## src/rtl/spi_bus_peripheral.sv

```systemverilog
// Memory-mapped SPI master: bus-decoded TX/RX/CTRL/DIV registers driving a
// single-byte, MSB-first shifter with programmable half-period divider.
module spi_bus_peripheral #(
    parameter int DIV_WIDTH   = 8,
    parameter int DEFAULT_DIV = 4
) (
    input  logic        clk,
    input  logic        reset,
    input  logic [3:0]  address,
    input  logic [31:0] data_in,
    input  logic [3:0]  write_mask,
    output logic [31:0] data_out,
    input  logic        bus_enable,
    input  logic        write_enable,
    output logic        spi_clk,
    output logic        spi_mosi,
    input  logic        spi_miso,
    output logic        spi_cs
);

    typedef enum logic [1:0] {REG_TX, REG_RX, REG_CTRL, REG_DIV} reg_sel_e;
    typedef enum logic [1:0] {IDLE, LEAD, TRAIL, DONE} state_e;

    state_e                 state, state_nx;
    reg_sel_e               reg_sel;
    logic                   bus_en_q;
    logic                   access_evt, wr_evt, rd_evt, lane0_wr;
    logic                   tx_wr_evt, rx_rd_evt, ctrl_wr_evt, div_wr_evt;
    logic                   busy, start, lead_edge, trail_edge, done_evt;
    logic [DIV_WIDTH-1:0]   div, half_cnt;
    logic                   half_zero;
    logic [2:0]             bit_cnt;
    logic [7:0]             shifter, tx_byte, rx_byte;
    logic                   rx_valid, overrun, cpol, cs_en;
    logic                   unused_bits;

    assign reg_sel = reg_sel_e'(address[3:2]);

    // An access is the first cycle of a bus_enable pulse, however long it stays high.
    assign access_evt  = bus_enable & ~bus_en_q;
    assign wr_evt      = access_evt & write_enable;
    assign rd_evt      = access_evt & ~write_enable;
    assign lane0_wr    = wr_evt & ~write_mask[0];
    assign tx_wr_evt   = lane0_wr && (reg_sel == REG_TX);
    assign ctrl_wr_evt = lane0_wr && (reg_sel == REG_CTRL);
    assign div_wr_evt  = lane0_wr && (reg_sel == REG_DIV);
    assign rx_rd_evt   = rd_evt && (reg_sel == REG_RX);

    assign half_zero   = (half_cnt == '0);
    assign spi_cs      = ~cs_en;
    assign unused_bits = ^{address[1:0], data_in[31:8], write_mask[3:1]};

    // NOTE: sequential state uses non-blocking assignments so every register
    // samples pre-edge values regardless of statement order.
    always_ff @(posedge clk or posedge reset) begin
        if (reset) begin
            state    <= IDLE;
            bus_en_q <= 1'b0;
        end else begin
            state    <= state_nx;
            bus_en_q <= bus_enable;
        end
    end

    // NOTE: combinational blocks assign a default first so no path infers a latch.
    always_comb begin
        state_nx = state;
        unique case (state)
            IDLE:  if (tx_wr_evt) state_nx = LEAD;
            LEAD:  if (half_zero) state_nx = TRAIL;
            TRAIL: if (half_zero) state_nx = (bit_cnt == 3'd7) ? DONE : LEAD;
            DONE:  state_nx = IDLE;
        endcase
    end

    always_comb begin
        busy       = (state != IDLE);
        start      = (state == IDLE) && tx_wr_evt;
        lead_edge  = (state == LEAD) && half_zero;
        trail_edge = (state == TRAIL) && half_zero;
        done_evt   = (state == DONE);
    end

    // Shift datapath: MISO enters at the leading edge, next MOSI bit leaves at the trailing edge.
    always_ff @(posedge clk or posedge reset) begin
        if (reset) begin
            half_cnt <= '0;
            bit_cnt  <= '0;
            shifter  <= '0;
            tx_byte  <= '0;
            rx_byte  <= '0;
            spi_mosi <= 1'b0;
            spi_clk  <= 1'b0;
        end else begin
            if (start) begin
                tx_byte  <= data_in[7:0];
                shifter  <= data_in[7:0];
                spi_mosi <= data_in[7];
                bit_cnt  <= '0;
                half_cnt <= div;
            end else if (lead_edge || trail_edge) begin
                half_cnt <= div;
            end else if (state == LEAD || state == TRAIL) begin
                half_cnt <= half_cnt - 1'b1;
            end

            if (lead_edge)
                shifter <= {shifter[6:0], spi_miso};

            if (trail_edge && bit_cnt != 3'd7) begin
                spi_mosi <= shifter[7];
                bit_cnt  <= bit_cnt + 1'b1;
            end

            if (state == IDLE)
                spi_clk <= cpol;
            else if (lead_edge)
                spi_clk <= ~cpol;
            else if (trail_edge)
                spi_clk <= cpol;

            if (done_evt)
                rx_byte <= shifter;
        end
    end

    always_ff @(posedge clk or posedge reset) begin
        if (reset) begin
            rx_valid <= 1'b0;
            overrun  <= 1'b0;
            cpol     <= 1'b0;
            cs_en    <= 1'b0;
            div      <= DIV_WIDTH'(DEFAULT_DIV);
        end else begin
            // Completion beats a coincident RX read so a fresh byte is never lost.
            if (done_evt)
                rx_valid <= 1'b1;
            else if (rx_rd_evt)
                rx_valid <= 1'b0;

            if (done_evt && rx_valid && !rx_rd_evt)
                overrun <= 1'b1;
            else if (ctrl_wr_evt && data_in[4])
                overrun <= 1'b0;

            if (ctrl_wr_evt) begin
                cpol  <= data_in[2];
                cs_en <= data_in[3];
            end

            if (div_wr_evt)
                div <= data_in[DIV_WIDTH-1:0];
        end
    end

    always_comb begin
        data_out = '0;
        if (bus_enable) begin
            unique case (reg_sel)
                REG_TX:   data_out = {24'd0, tx_byte};
                REG_RX:   data_out = {24'd0, rx_byte};
                REG_CTRL: data_out = {27'd0, overrun, cs_en, cpol, rx_valid, busy};
                REG_DIV:  data_out = {{(32-DIV_WIDTH){1'b0}}, div};
            endcase
        end
    end

endmodule

```

## config.mk

```make
export PLATFORM = sky130hd
export DESIGN_NAME = spi_bus_peripheral
export DESIGN_NICKNAME = d
export VERILOG_FILES = /design/src/rtl/spi_bus_peripheral.sv
export SDC_FILE = /design/constraint.sdc
export NUM_CORES = 1
export LEC_CHECK = 0
export ABC_AREA = 0
export BUFFER_PORTS_ARGS = -buffer_cell sky130_fd_sc_hd__buf_2
export CORE_AREA = 3 3 85 71
export DETAILED_ROUTE_END_ITERATION = 16
export DIE_AREA = 0 0 88 74
export PLACE_DENSITY = 0.93
export SLEW_MARGIN = 30
export SYNTH_ARGS = -nofsm -noshare
export SYNTH_HDL_FRONTEND = slang
export SYNTH_SLANG_ARGS = --single-unit
```

## constraint.sdc

```tcl
create_clock -name clk -period 3.4 [get_ports clk]
set_input_delay 0.51 -clock clk [delete_from_list [all_inputs] [get_ports clk]]
set_output_delay 0.51 -clock clk [all_outputs]
set_load 0.02 [all_outputs]
```

## Word level (Yosys, flattened, before mapping)

Cells that the tools add are included.

| storage, ports and cells | value |
|---|---|
| register bits | 52 |
| logic and storage cells | 84 |

| cells by class | value |
|---|---|
| add/sub/neg operators | 2 |
| equal/unequal tests | 11 |
| multiplexer cells | 23 |
| bitwise operators | 9 |
| reduce and logical (&&, ||, !) cells | 25 |

Operator list:

| operator | count |
|---|---|
| one-hot mux 32 bit (4 select lines) | 1 |
| 2-to-1 mux 8 bit | 5 |
| 2-to-1 mux 32 bit | 1 |
| logical AND 1 bit | 11 |
| nonzero test 2 bit | 5 |
| 2-to-1 mux 1 bit | 9 |
| equality test 2 bit, second input constant | 4 |
| zero test 8 bit | 1 |
| 2-to-1 mux 2 bit | 4 |
| one-hot mux 2 bit (4 select lines) | 1 |
| subtractor 8 x 1 -> 8 bit, second input constant | 1 |
| 2-to-1 mux 3 bit | 2 |
| inequality test 2 bit, second input constant | 3 |
| nonzero test 3 bit | 2 |
| NOT 1 bit | 5 |
| bitwise AND 1 bit | 4 |
| equality test 2 x 1 -> 1 bit, second input constant | 2 |
| zero test 2 bit | 2 |
| adder 3 x 1 -> 3 bit, second input constant | 1 |
| equality test 3 bit, second input constant | 1 |
| inequality test 3 bit, second input constant | 1 |
| AND reduction 3 bit | 1 |
| logical OR 1 bit | 2 |
| zero test 1 bit | 1 |

## Logic depth before layout (Yosys ltp)

| depth | value |
|---|---|
| word-level depth | 8 |
| mapped depth | 7 |
| mapped depth without buffers | 6 |

## Least setup slack after synthesis

OpenSTA, ideal clock, no wires.

| timing | value |
|---|---|
| kind | input to output |
| start | input port address[2] |
| end | output port data_out[0] |
| arrival time | 1534 ps |
| required time | 2890 ps |
| path slack | 1356 ps |
| cell stages on the path | 4 |
| path buffers | 2 |
| path through | clkbuf_1 > buf_2 > mux4_2 > and2_1 |

| on the way | value |
|---|---|
| cells in the longest elaborated chain, start to end | 3 |
| elaborated cells between the ends (all ways) | 6 |
| those cells by class | 3 x eq/ne; 2 x mux; 1 x reduce/logical |

Ends and longest elaborated chain:

| what | RTL line | text |
|---|---|---|
| start: declaration | 9 | `input logic [3:0] address,` |
| equality test 2 bit (tied with other cells) | 159 | `unique case (reg_sel)` |
| one-hot mux 32 bit (4 select lines) * | 159 |  |
| 2-to-1 mux 32 bit * | 158 | `if (bus_enable) begin` |
| end: declaration | 12 | `output logic [31:0] data_out,` |

Every way passes the cells marked *; elsewhere a longest branch is shown, timed or not. The select of a mux whose other input is x is not followed.

## Worst setup path after layout

| timing | value |
|---|---|
| start | register state[0] |
| end | output port data_out[0] |

| on the way | value |
|---|---|
| cells in the longest elaborated chain, start to end | 3 |

Ends and longest elaborated chain:

| what | RTL line | text |
|---|---|---|
| start: declaration | 24 | `state_e state, state_nx;` |
| start signal: assignment | 60 | `state <= state_nx;` |
| nonzero test 2 bit | 77 | `busy = (state != IDLE);` |
| one-hot mux 32 bit (4 select lines) | 159 |  |
| 2-to-1 mux 32 bit | 158 |  |

No other way between the ends. The select of a mux whose other input is x is not followed.

==> impl_metrics.tcl <==
set metrics [dict create \
    die-area_um2 6510 \
    root_buffer "clkbuf_8" \
    hold_buffers 0 \
    switching_share_pct 35.2 \
    globalRouteOverflowTotal 0 \
    synthTopCellsByArea "dfrtp_1 (44%), mux2_2 (10%), buf_4 (6.3%)" \
    crit_required_ns 2.89 \
    setup_viol 0 \
    clkLatencyLatePin_ns 0.31 \
    grt_pass1_vias 1744 \
    r2r-start "state[0]" \
    hold_ws_ns 0.271 \
    worstPathArrival_ns 2.03 \
    h-tree-depth 2 \
    period_share_pct 74.7 \
    start_util_pct 54.2 \
    async_reset_ff_share_pct 100 \
    synth_seq_area_share_pct 45.2 \
    max_cap_violations 0 \
    ys_warn_count 0 \
    rsz0062_at_grt "false" \
    timing.reg2reg.worst_path_depth 6 \
    p_sw_uw 801 \
    fin_tns_setup_ns 0 \
    die_y_um 74 \
    globalplace.congestion 0.912 \
    internal-power_uw 1480 \
    ir_drop_mv 0.471 \
    seq_power_share_pct 44.8 \
    dp_hpwl_um 3850 \
    fin_nets 322 \
    cts_tree "built" \
    clk_pin_slew_ns 0.10 \
    place_area_um2 2960 \
    design_area_um2 3050 \
    p_leak_uw 0.00148 \
    hold_class "in -> async" \
    synth_top_area_cell "dfrtp_1" \
    yosysTopAreaCellShare_pct 44.3 \
    wire_per_inst_um 16.4 \
    synth.ff_latch_count 52 \
    slew_headroom_pct 53.6 \
    drc_errors 0 \
    area_growth_pct 5.86 \
    ios 80 \
    critPathLaunchType "flop" \
    numCtsBuffers 5 \
    routed_wl_um 5470 \
    rrSetupSlack_ns 1.19 \
    final.fill_count 421 \
    die_w_um 88 \
    cellPowerDensity_nw_per_um2 747 \
    rows 24 \
    grt_max_degree 53 \
    end_kind "output pin" \
    maxSlewViolCount 0 \
    first_pass_iters 4 \
    grt_pass1_wl_um 8700 \
    outcome "finished clean" \
    ant_nets 0 \
    ys_types 41 \
    cts_resized 0 \
    clk_path_buf_depth 2 \
    finalHoldViolations 0 \
    vias_per_cell 5.43 \
    path_max_fanout 7 \
    coreArea_um2 5320 \
    syn_area_per_cell_um2 11.7 \
    drive_gt1_share_pct 29.7 \
    fin_total_pwr_uw 2280 \
    layout_setup_ws_ns 0.861 \
    clkSinkCount 52 \
    synth_most_common_cell "dfrtp_1" \
    ys.flop_type "dfrtp_1" \
    grt_antenna_before_repair 0 \
    io_buffers 26 \
    p_clk_share_pct 16.5 \
    vias 1815 \
    worst_pin_slew_ns 0.686 \
    post-cts-setup-buffers 0 \
    pre_cts_ws_ns 1.17 \
    fmax_mhz 394 \
    synthesis.area_um2 2880 \
    synthTopCellsByCount "dfrtp_1 (51), mux2_2 (26), buf_4 (24), mux2i_1 (14), nor2_1 (14)" \
    synth_edf_count 0 \
    grt_use_total_pct 17.8 \
    drt_iter0_markers 126 \
    fin_skew_ns 0.00754 \
    diodes 0 \
    syn_inst 246 \
    critPathKind "reg -> out" \
    period_needed_ns 2.54 \
    r2r_end "half_cnt[7]" \
    comb_power_share_pct 38.6 \
]
## cells in the final DEF (no fill, tap or decap), drive strengths merged, types with 7 or more instances in the layout
| cell | instances |
|---|---|
| dfrtp | 51 |
| mux2 | 34 |
| buf | 27 |
| conb | 24 |
| nor2 | 14 |
| mux2i | 14 |
| nand2 | 12 |
| a21oi | 11 |
| and2 | 9 |
| ha | 9 |
| inv | 9 |
| o21ai | 7 |
## metal layers
| layer | routed length, µm | GRT usage, % | up-vias |
|---|---|---|---|
| met1 | 2420 | 23.1 | 894 |
| li1 | - | - | 851 |
| met3 | 258 | 4.21 | 12 |
| met4 | 107 | 6.98 | 0 |
| met2 | 2680 | 29.1 | 58 |
| met5 | 0 | 0 | - |
## worst max-delay path by stage
stage	startpoint	to	slack, ns	depth (start not counted)
after floorplan	address[2]	data_out[0]	1.36	4
final	state[0]	data_out[0]	0.86	6
after global placement	address[2]	data_out[2]	1.17	4
after detailed placement	address[2]	data_out[2]	1.17	4
after global routing	state[0]	data_out[0]	0.77	6
after CTS	state[0]	data_out[0]	0.86	6
## through the flow
stage                     cells  util, %
after floorplan             269        -
after global placement      326     55.6
after detailed placement    326     55.6
after CTS                   334     57.4
after global routing        334     57.4
final                       334     57.4
## power by group through the flow
stage | sequential [µW] | combinational, µW | clock (µW)
2_1_floorplan | 989 | 733 | 0
6_report | 1020 | 880 | 376
3_5_place_dp | 1030 | 877 | 0
4_1_cts | 1020 | 883 | 383
5_1_grt | 1050 | 973 | 407
3_3_place_gp | 1010 | 836 | 0
## final cells by class
class | count | area, µm² | area share, %
multi-input cells | 174 | 1400 | 45.9
well taps | 65 | 81.3 | 2.67
repair buffers | 27 | 138 | 4.51
inverters | 8 | 32.5 | 1.07
clock buffers | 6 | 82.6 | 2.71
clock inverters | 2 | 13.8 | 0.451
flip-flops and latches | 52 | 1300 | 42.7
## worst max-delay path: stages, from the launching register on
cell,delay (ns)
dfrtp_1,0.42
inv_1,0.15
ha_1,0.32
inv_1,0.07
mux4_2,0.44
and2_1,0.17
buf_2,0.15
## cell families (layout without fill, tap and decap cells)
| family | Yosys count | after routing | share of synthesized area [%] |
|---|---|---|---|
| buf+inv | 43 | 43 | 9.20 |
| mux | 53 | 53 | 23.1 |
| other cells | 1 | 24 | 0.130 |
| xor+xnor | 7 | 7 | 2.13 |
| compound gates | 25 | 25 | 5.21 |
| flops | 52 | 52 | 45.2 |
| fa+ha+maj | 9 | 9 | 3.91 |
| simple gates | 56 | 56 | 11.2 |
## state kept, by name, summed over array words and instances (netlist names), 2 cells and up
name / flops
bit_cnt: 3
div: 8
shifter: 8
state: 2
rx_byte: 8
half_cnt: 8
tx_byte: 8
Note: power is estimated with default switching activity, not from simulation.
